## config.mk

```make
export PLATFORM = sky130hd
export DESIGN_NAME = fetch_stage_flat
export DESIGN_NICKNAME = d
export VERILOG_FILES = /design/src/rtl/fetch_stage_pkg.sv /design/src/rtl/fetch_stage_if.sv /design/src/rtl/fetch_stage.sv /design/src/flat_wrapper.sv
export SDC_FILE = /design/constraint.sdc
export NUM_CORES = 1
export LEC_CHECK = 0
export CORE_AREA = 4 4 127 129
export DETAILED_ROUTE_END_ITERATION = 7
export DIE_AREA = 0 0 131 133
export GPL_ROUTABILITY_DRIVEN = 0
export PLACE_DENSITY_LB_ADDON = 0.12
export SLEW_MARGIN = 20
export SYNTH_ARGS = -nofsm -noshare
export SYNTH_HDL_FRONTEND = slang
export SYNTH_SLANG_ARGS = --single-unit
```

## constraint.sdc

```tcl
create_clock -name clk -period 4.8 [get_ports clk]
set_clock_uncertainty 0.1 [all_clocks]
set_input_delay 0.96 -clock clk [delete_from_list [all_inputs] [get_ports clk]]
set_output_delay 0.96 -clock clk [all_outputs]
set_load 0.02 [all_outputs]
```

## src/rtl/fetch_stage_pkg.sv

```systemverilog
// Shared types and constants for the instruction fetch stage.
package fetch_stage_pkg;

    localparam int unsigned XLEN            = 32;
    localparam int unsigned FS_TO_DS_BUS_WD = 96;
    localparam logic [XLEN-1:0] RESET_PC_DEFAULT = 32'h1C00_0000;

    // Bundle handed from fetch to decode.
    typedef struct packed {
        logic [XLEN-1:0] pred_pc;
        logic [XLEN-1:0] inst;
        logic [XLEN-1:0] pc;
    } fs_to_ds_bus_t;

    // Static not-taken prediction: sequential successor, wraps modulo 2^32.
    function automatic logic [XLEN-1:0] seq_pc(input logic [XLEN-1:0] pc);
        return pc + XLEN'(4);
    endfunction

endpackage

```

## src/rtl/fetch_stage_if.sv

```systemverilog
// Fetch stage bus: SRAM request/response, decode handshake and branch redirect.
interface fetch_stage_if;
    import fetch_stage_pkg::*;

    logic            ds_allowin;
    logic            br_taken_cancel;
    logic [XLEN-1:0] next_PC;

    logic            inst_sram_en;
    logic [3:0]      inst_sram_we;
    logic [XLEN-1:0] inst_sram_addr;
    logic [XLEN-1:0] inst_sram_wdata;
    logic [XLEN-1:0] inst_sram_rdata;

    logic            fs_to_ds_valid;
    logic [XLEN-1:0] fs_to_ds_pc;
    logic [XLEN-1:0] fs_to_ds_inst;
    logic [XLEN-1:0] fs_to_ds_pred_pc;

    modport master (
        input  ds_allowin, br_taken_cancel, next_PC, inst_sram_rdata,
        output inst_sram_en, inst_sram_we, inst_sram_addr, inst_sram_wdata,
        output fs_to_ds_valid, fs_to_ds_pc, fs_to_ds_inst, fs_to_ds_pred_pc
    );

    modport slave (
        output ds_allowin, br_taken_cancel, next_PC, inst_sram_rdata,
        input  inst_sram_en, inst_sram_we, inst_sram_addr, inst_sram_wdata,
        input  fs_to_ds_valid, fs_to_ds_pc, fs_to_ds_inst, fs_to_ds_pred_pc
    );

endinterface

```

## src/rtl/fetch_stage.sv

```systemverilog
// Two-step fetch: pre-IF issues the SRAM read for nextpc, IF holds the returned word
// (buffering it across decode stalls) and presents it to decode.
module fetch_stage
    import fetch_stage_pkg::*;
#(
    parameter logic [XLEN-1:0] RESET_PC = RESET_PC_DEFAULT
) (
    input  logic          clk,
    input  logic          reset,
    fetch_stage_if.master bus
);

    logic            fs_valid;
    logic [XLEN-1:0] fs_pc;
    logic            buf_valid;
    logic [XLEN-1:0] inst_buf;

    logic            fs_ready_go;
    logic            fs_allowin;
    logic [XLEN-1:0] nextpc;
    logic            fs_to_ds_valid;
    fs_to_ds_bus_t   fs_to_ds_bus;

    // Pre-IF: redirect wins over the sequential prediction.
    always_comb begin
        fs_ready_go    = 1'b1;
        fs_allowin     = ~fs_valid | (fs_ready_go & bus.ds_allowin) | bus.br_taken_cancel;
        nextpc         = bus.br_taken_cancel ? bus.next_PC : seq_pc(fs_pc);
        fs_to_ds_valid = fs_valid & fs_ready_go & ~bus.br_taken_cancel;
    end

    always_comb begin
        fs_to_ds_bus.pc      = fs_pc;
        fs_to_ds_bus.inst    = buf_valid ? inst_buf : bus.inst_sram_rdata;
        fs_to_ds_bus.pred_pc = seq_pc(fs_pc);
    end

    assign bus.inst_sram_en     = ~reset & fs_allowin;
    assign bus.inst_sram_we     = 4'h0;
    assign bus.inst_sram_addr   = nextpc;
    assign bus.inst_sram_wdata  = '0;
    assign bus.fs_to_ds_valid   = fs_to_ds_valid;
    assign bus.fs_to_ds_pc      = fs_to_ds_bus.pc;
    assign bus.fs_to_ds_inst    = fs_to_ds_bus.inst;
    assign bus.fs_to_ds_pred_pc = fs_to_ds_bus.pred_pc;

    // IF stage register: advances on every issued request.
    always_ff @(posedge clk) begin
        if (reset) begin
            fs_valid <= 1'b0;
            fs_pc    <= RESET_PC - XLEN'(4);
        end else if (fs_allowin) begin
            fs_valid <= 1'b1;
            fs_pc    <= nextpc;
        end
    end

    // SRAM data is only valid for one cycle; capture it when decode stalls.
    always_ff @(posedge clk) begin
        if (reset) begin
            buf_valid <= 1'b0;
            inst_buf  <= '0;
        end else if (bus.br_taken_cancel || (fs_to_ds_valid && bus.ds_allowin)) begin
            buf_valid <= 1'b0;
        end else if (fs_valid && !bus.ds_allowin && !buf_valid) begin
            buf_valid <= 1'b1;
            inst_buf  <= bus.inst_sram_rdata;
        end
    end

endmodule

```

## src/flat_wrapper.sv

```systemverilog
// flat-port wrapper written by rule: the top's interface ports become plain ports
module fetch_stage_flat import fetch_stage_pkg::*;
#(
    parameter logic [XLEN-1:0] RESET_PC = RESET_PC_DEFAULT
)
  (clk, reset, bus_ds_allowin, bus_br_taken_cancel, bus_next_PC, bus_inst_sram_rdata, bus_inst_sram_en, bus_inst_sram_we, bus_inst_sram_addr, bus_inst_sram_wdata, bus_fs_to_ds_valid, bus_fs_to_ds_pc, bus_fs_to_ds_inst, bus_fs_to_ds_pred_pc);
  fetch_stage_if bus_i ();
  input  logic clk;
  input  logic reset;
  input wire logic [$bits(bus_i.ds_allowin)-1:0] bus_ds_allowin;
  input wire logic [$bits(bus_i.br_taken_cancel)-1:0] bus_br_taken_cancel;
  input wire logic [$bits(bus_i.next_PC)-1:0] bus_next_PC;
  input wire logic [$bits(bus_i.inst_sram_rdata)-1:0] bus_inst_sram_rdata;
  output wire logic [$bits(bus_i.inst_sram_en)-1:0] bus_inst_sram_en;
  output wire logic [$bits(bus_i.inst_sram_we)-1:0] bus_inst_sram_we;
  output wire logic [$bits(bus_i.inst_sram_addr)-1:0] bus_inst_sram_addr;
  output wire logic [$bits(bus_i.inst_sram_wdata)-1:0] bus_inst_sram_wdata;
  output wire logic [$bits(bus_i.fs_to_ds_valid)-1:0] bus_fs_to_ds_valid;
  output wire logic [$bits(bus_i.fs_to_ds_pc)-1:0] bus_fs_to_ds_pc;
  output wire logic [$bits(bus_i.fs_to_ds_inst)-1:0] bus_fs_to_ds_inst;
  output wire logic [$bits(bus_i.fs_to_ds_pred_pc)-1:0] bus_fs_to_ds_pred_pc;
  assign bus_i.ds_allowin = bus_ds_allowin;
  assign bus_i.br_taken_cancel = bus_br_taken_cancel;
  assign bus_i.next_PC = bus_next_PC;
  assign bus_i.inst_sram_rdata = bus_inst_sram_rdata;
  assign bus_inst_sram_en = bus_i.inst_sram_en;
  assign bus_inst_sram_we = bus_i.inst_sram_we;
  assign bus_inst_sram_addr = bus_i.inst_sram_addr;
  assign bus_inst_sram_wdata = bus_i.inst_sram_wdata;
  assign bus_fs_to_ds_valid = bus_i.fs_to_ds_valid;
  assign bus_fs_to_ds_pc = bus_i.fs_to_ds_pc;
  assign bus_fs_to_ds_inst = bus_i.fs_to_ds_inst;
  assign bus_fs_to_ds_pred_pc = bus_i.fs_to_ds_pred_pc;
  fetch_stage #(.RESET_PC(RESET_PC)) u_core (.clk(clk), .reset(reset), .bus(bus_i));
endmodule
```

==> results.md, run 1 <==
- CTS buffer count: 9
- Ys Warns: 0
- Total power density per cell area: approximately 310 nW/um2
- Max-slew violations: 0
- Finish-stage setup viols: 0
- WL met1: 6570 um
- Yosys cell types: a little under 60
- DRC viols: 0
- Core Region: approximately 15,000 um2
- Antenna violations before repair: 0
- Leakage: approximately 2.5 nW
- Met2 wire len: 7120 um
- CP Capture Type: output pin
- Die height: about 130 um
- Detailed Routing Iterations Pass 1: 4
- Antenna Nets Post-Route: 0
- Slew at the pin with the worst max-slew slack: between 0.7 and 0.8 ns
- Multi-input combinational cell area: approximately 2700 um2
- Clock power frac: 0.323
- Slew HR: 0.488
- Hold Vio Cnt, Final: 0
- RSZ-0062 raised after global routing: no
- Critical setup path kind: reg -> out
- Startpoint Class: flop
- Post-CTS Setup Inserts: 0
- Worst r2r path cells: 6
- Total gr overflow: 0
- Final nets: between 700 and 800
- Met3 wire length: between 1000 and 1500 um
- Clock transition at the registers of the reported paths: 0.06 ns
- Status: complete, no violations
- Min Tclk post-route: ~4.2 ns
- Num ports: around 230
- Maximum vdd drop: roughly 0.00015 V
- HP Class: reg -> reg
- Initial core utilization: 0.292
- Hold depth: 2
- R2r endpoint: u_core.bus.fs_to_ds_pc[28]
- Final HPWL DP: about 11,000 um
- Post-CTS Hold Buffers: 0
- Worst-Skew Late Latency: 0.33 ns
- Mapped cell area: about 4400 um2
- Fmax: roughly 0.24 GHz
- NetSw: 698 uW
- Mean Syn Cell Area: approximately 8.1 um2
- Site Rows: 45
- Register Area: 1320 um2
- Clk buf depth: 2
- Final period util: 0.882
- Worst R2R Setup Slack: about 2.5 ns
- Die area: 17,400 um2
- H-Tree Depth: 3
- Internal power: roughly 1.3 mW
- CTS tree: done
- HP Start: u_core.inst_buf[0]
- Vias per cell: approximately 5
- Seq/Total Area, Yosys: 0.301
- Die span in x: 131 um
- Mapped Cells: 540
- Initial drt markers: 176
- Flop pwr share: 0.308
- Post-CTS sizing: 0
- First-pass GRT wire length: about 23,000 um
- Post-synth ARST share: 0
- Logic pwr share: 0.370
- IO Port Bufs: 197
- Reg2Reg Launch Point: u_core.bus.fs_to_ds_pc[2]
- Clock sink count: between 60 and 70
- Max-Cap Viols: 0
- Via count: ~4,400
- Pin count of the biggest net entering global routing: 55
- Seq cells post-synth: 66
- Critical Path Fanout Max: 8
- Arrival time worst endpoint: 3.17 ns
- Synth Flop Type: dfxtp_1
- Hold endpoint: u_core.inst_buf[0]
- Util after Layout: 0.438
- Uppermost routed layer: met4
- Switching Fraction: 0.342
- Total GRT Usage: 0.169
- P&R area growth vs syn: 50.0%
- Vias in the first global route: roughly 4,500
- Fill count: 1,517
- WL per Instance: between 15 and 20 um
- Diode count: 0
- Share of layout cells above drive strength 1: 0.138
- Clk root buf: clkbuf_16
- CP required: 3.74 ns
- Post-synth EDFFs: 0
- Final wirelength: ~15,000 um
- Setup TNS Final: 0 ns
## final cells by class
type,instances,share of cell area
multi-input combinational,424,0.408
timing repair buffer,205,0.307
sequential,66,0.200
clock buffer,10,0.0363
tap,188,0.0357
clock inverter,5,0.00835
inverter,8,0.00456
## cells in the mapped netlist, types with 6 or more instances
library cell	n	share of area
nand2_1	85	0.073
dfxtp_1	66	0.30
mux2_2	48	0.12
a21oi_1	46	0.052
buf_4	39	0.067
nor2_1	31	0.026
clkbuf_1	20	0.017
xnor2_1	19	0.038
xor2_1	18	0.036
nand3_1	14	0.016
nand2b_1	13	0.019
nor3_1	13	0.015
o21ai_0	11	0.013
nand4_1	9	0.013
o21a_1	9	0.015
nor4_1	7	0.010
buf_1	6	0.0051
inv_1	6	0.0051
## per-layer routing
metal,vias up,track usage
met5,-,0
met4,0,0.0543
met3,17,0.0452
met2,170,0.272
met1,2089,0.217
li1,2139,-
## metrics by stage
stage / instances / total power [mW] / hold slack (ns) / setup slack, ns / area (um2)
after CTS: 906 / 2.07 / 0.354 / 0.546 / 6590
after global placement: 891 / 1.39 / 0.339 / 0.987 / 6290
final: 906 / 2.04 / 0.351 / 0.567 / 6590
after global routing: 906 / 2.15 / 0.372 / 0.367 / 6590
after floorplan: 575 / 1.08 / 0.333 / 1.37 / 4530
after detailed placement: 891 / 1.40 / 0.347 / 0.917 / 6300
## cells by family (layout without fill, tap and decap cells)
family                   count (synthesis)  in the layout  share of synthesized area
AND/OR/NAND/NOR                        199            199                      0.224
AO/OA/AOI/OAI                           99             99                      0.147
buffers and inverters                   85            228                      0.119
flip-flops                              66             66                      0.301
multiplexers                            52             52                      0.132
XOR/XNOR                                37             37                     0.0737
adder cells (fa/ha/maj)                  1              1                    0.00285
other                                    1             36                   0.000853
## power groups by stage
stage,clock (mW),combinational [mW],sequential (mW)
detailed placement,0,0.758,0.639
global route,0.700,0.810,0.634
CTS,0.677,0.762,0.628
floorplan,0,0.426,0.650
finish,0.659,0.755,0.628
global placement,0,0.758,0.637
## worst max path at each step
| stage | from | end | slack [ns] | cells after the start |
|---|---|---|---|---|
| 2_1_floorplan | u_core.bus.fs_to_ds_pc[2] | bus_inst_sram_addr[28] | 1.37 | 7 |
| 3_3_place_gp | u_core.bus.fs_to_ds_pc[2] | bus_inst_sram_addr[28] | 0.99 | 7 |
| 3_5_place_dp | u_core.bus.fs_to_ds_pc[2] | bus_inst_sram_addr[28] | 0.92 | 7 |
| 4_1_cts | u_core.bus.fs_to_ds_pc[2] | bus_inst_sram_addr[28] | 0.55 | 7 |
| 5_1_grt | u_core.bus.fs_to_ds_pc[2] | bus_inst_sram_addr[18] | 0.37 | 7 |
| 6_report | u_core.bus.fs_to_ds_pc[2] | bus_inst_sram_addr[28] | 0.57 | 7 |
## critical path, cell delays in order (launching register included)
cell and delay [ns]:
dfxtp_1 0.44, ha_1 0.22, nand3_1 0.28, or2_2 0.45, nor3_1 0.42, xor2_1 0.26
o21ba_2 0.16, clkdlybuf4s50_1 0.60
## cell usage in the layout, fill, tap and decap left out, types with 5 or more instances in the layout
master | netlist | layout
nor4_1 | 7 | 7
mux2_2 | 48 | 48
buf_4 | 39 | 8
nor2_1 | 31 | 30
conb_1 | 1 | 36
o21ba_2 | 5 | 5
nor3_1 | 13 | 13
inv_1 | 6 | 6
nand4_1 | 9 | 9
dfxtp_1 | 66 | 66
nand3_1 | 14 | 14
xor2_1 | 18 | 18
nand2b_1 | 13 | 12
o21ai_0 | 11 | 11
o21a_1 | 9 | 9
clkbuf_16 | 0 | 9
nand2_1 | 85 | 85
clkdlybuf4s50_1 | 0 | 195
xnor2_1 | 19 | 19
a21oi_1 | 46 | 46
and3_1 | 5 | 5
## registers in the layout, indices dropped and copies added (netlist names)
signal,flops
u_core.buf_valid,1
u_core.bus.fs_to_ds_pc,32
u_core.inst_buf,32
u_core.fs_valid,1
(Power assumes the default switching activity.)
==> run 2: changes to the inputs <==
Settings changed: GPL_ROUTABILITY_DRIVEN 0 to unset.
==> results of run 2 <==
Same layout as run 1: the final DEF is identical, and so are final timing and power.
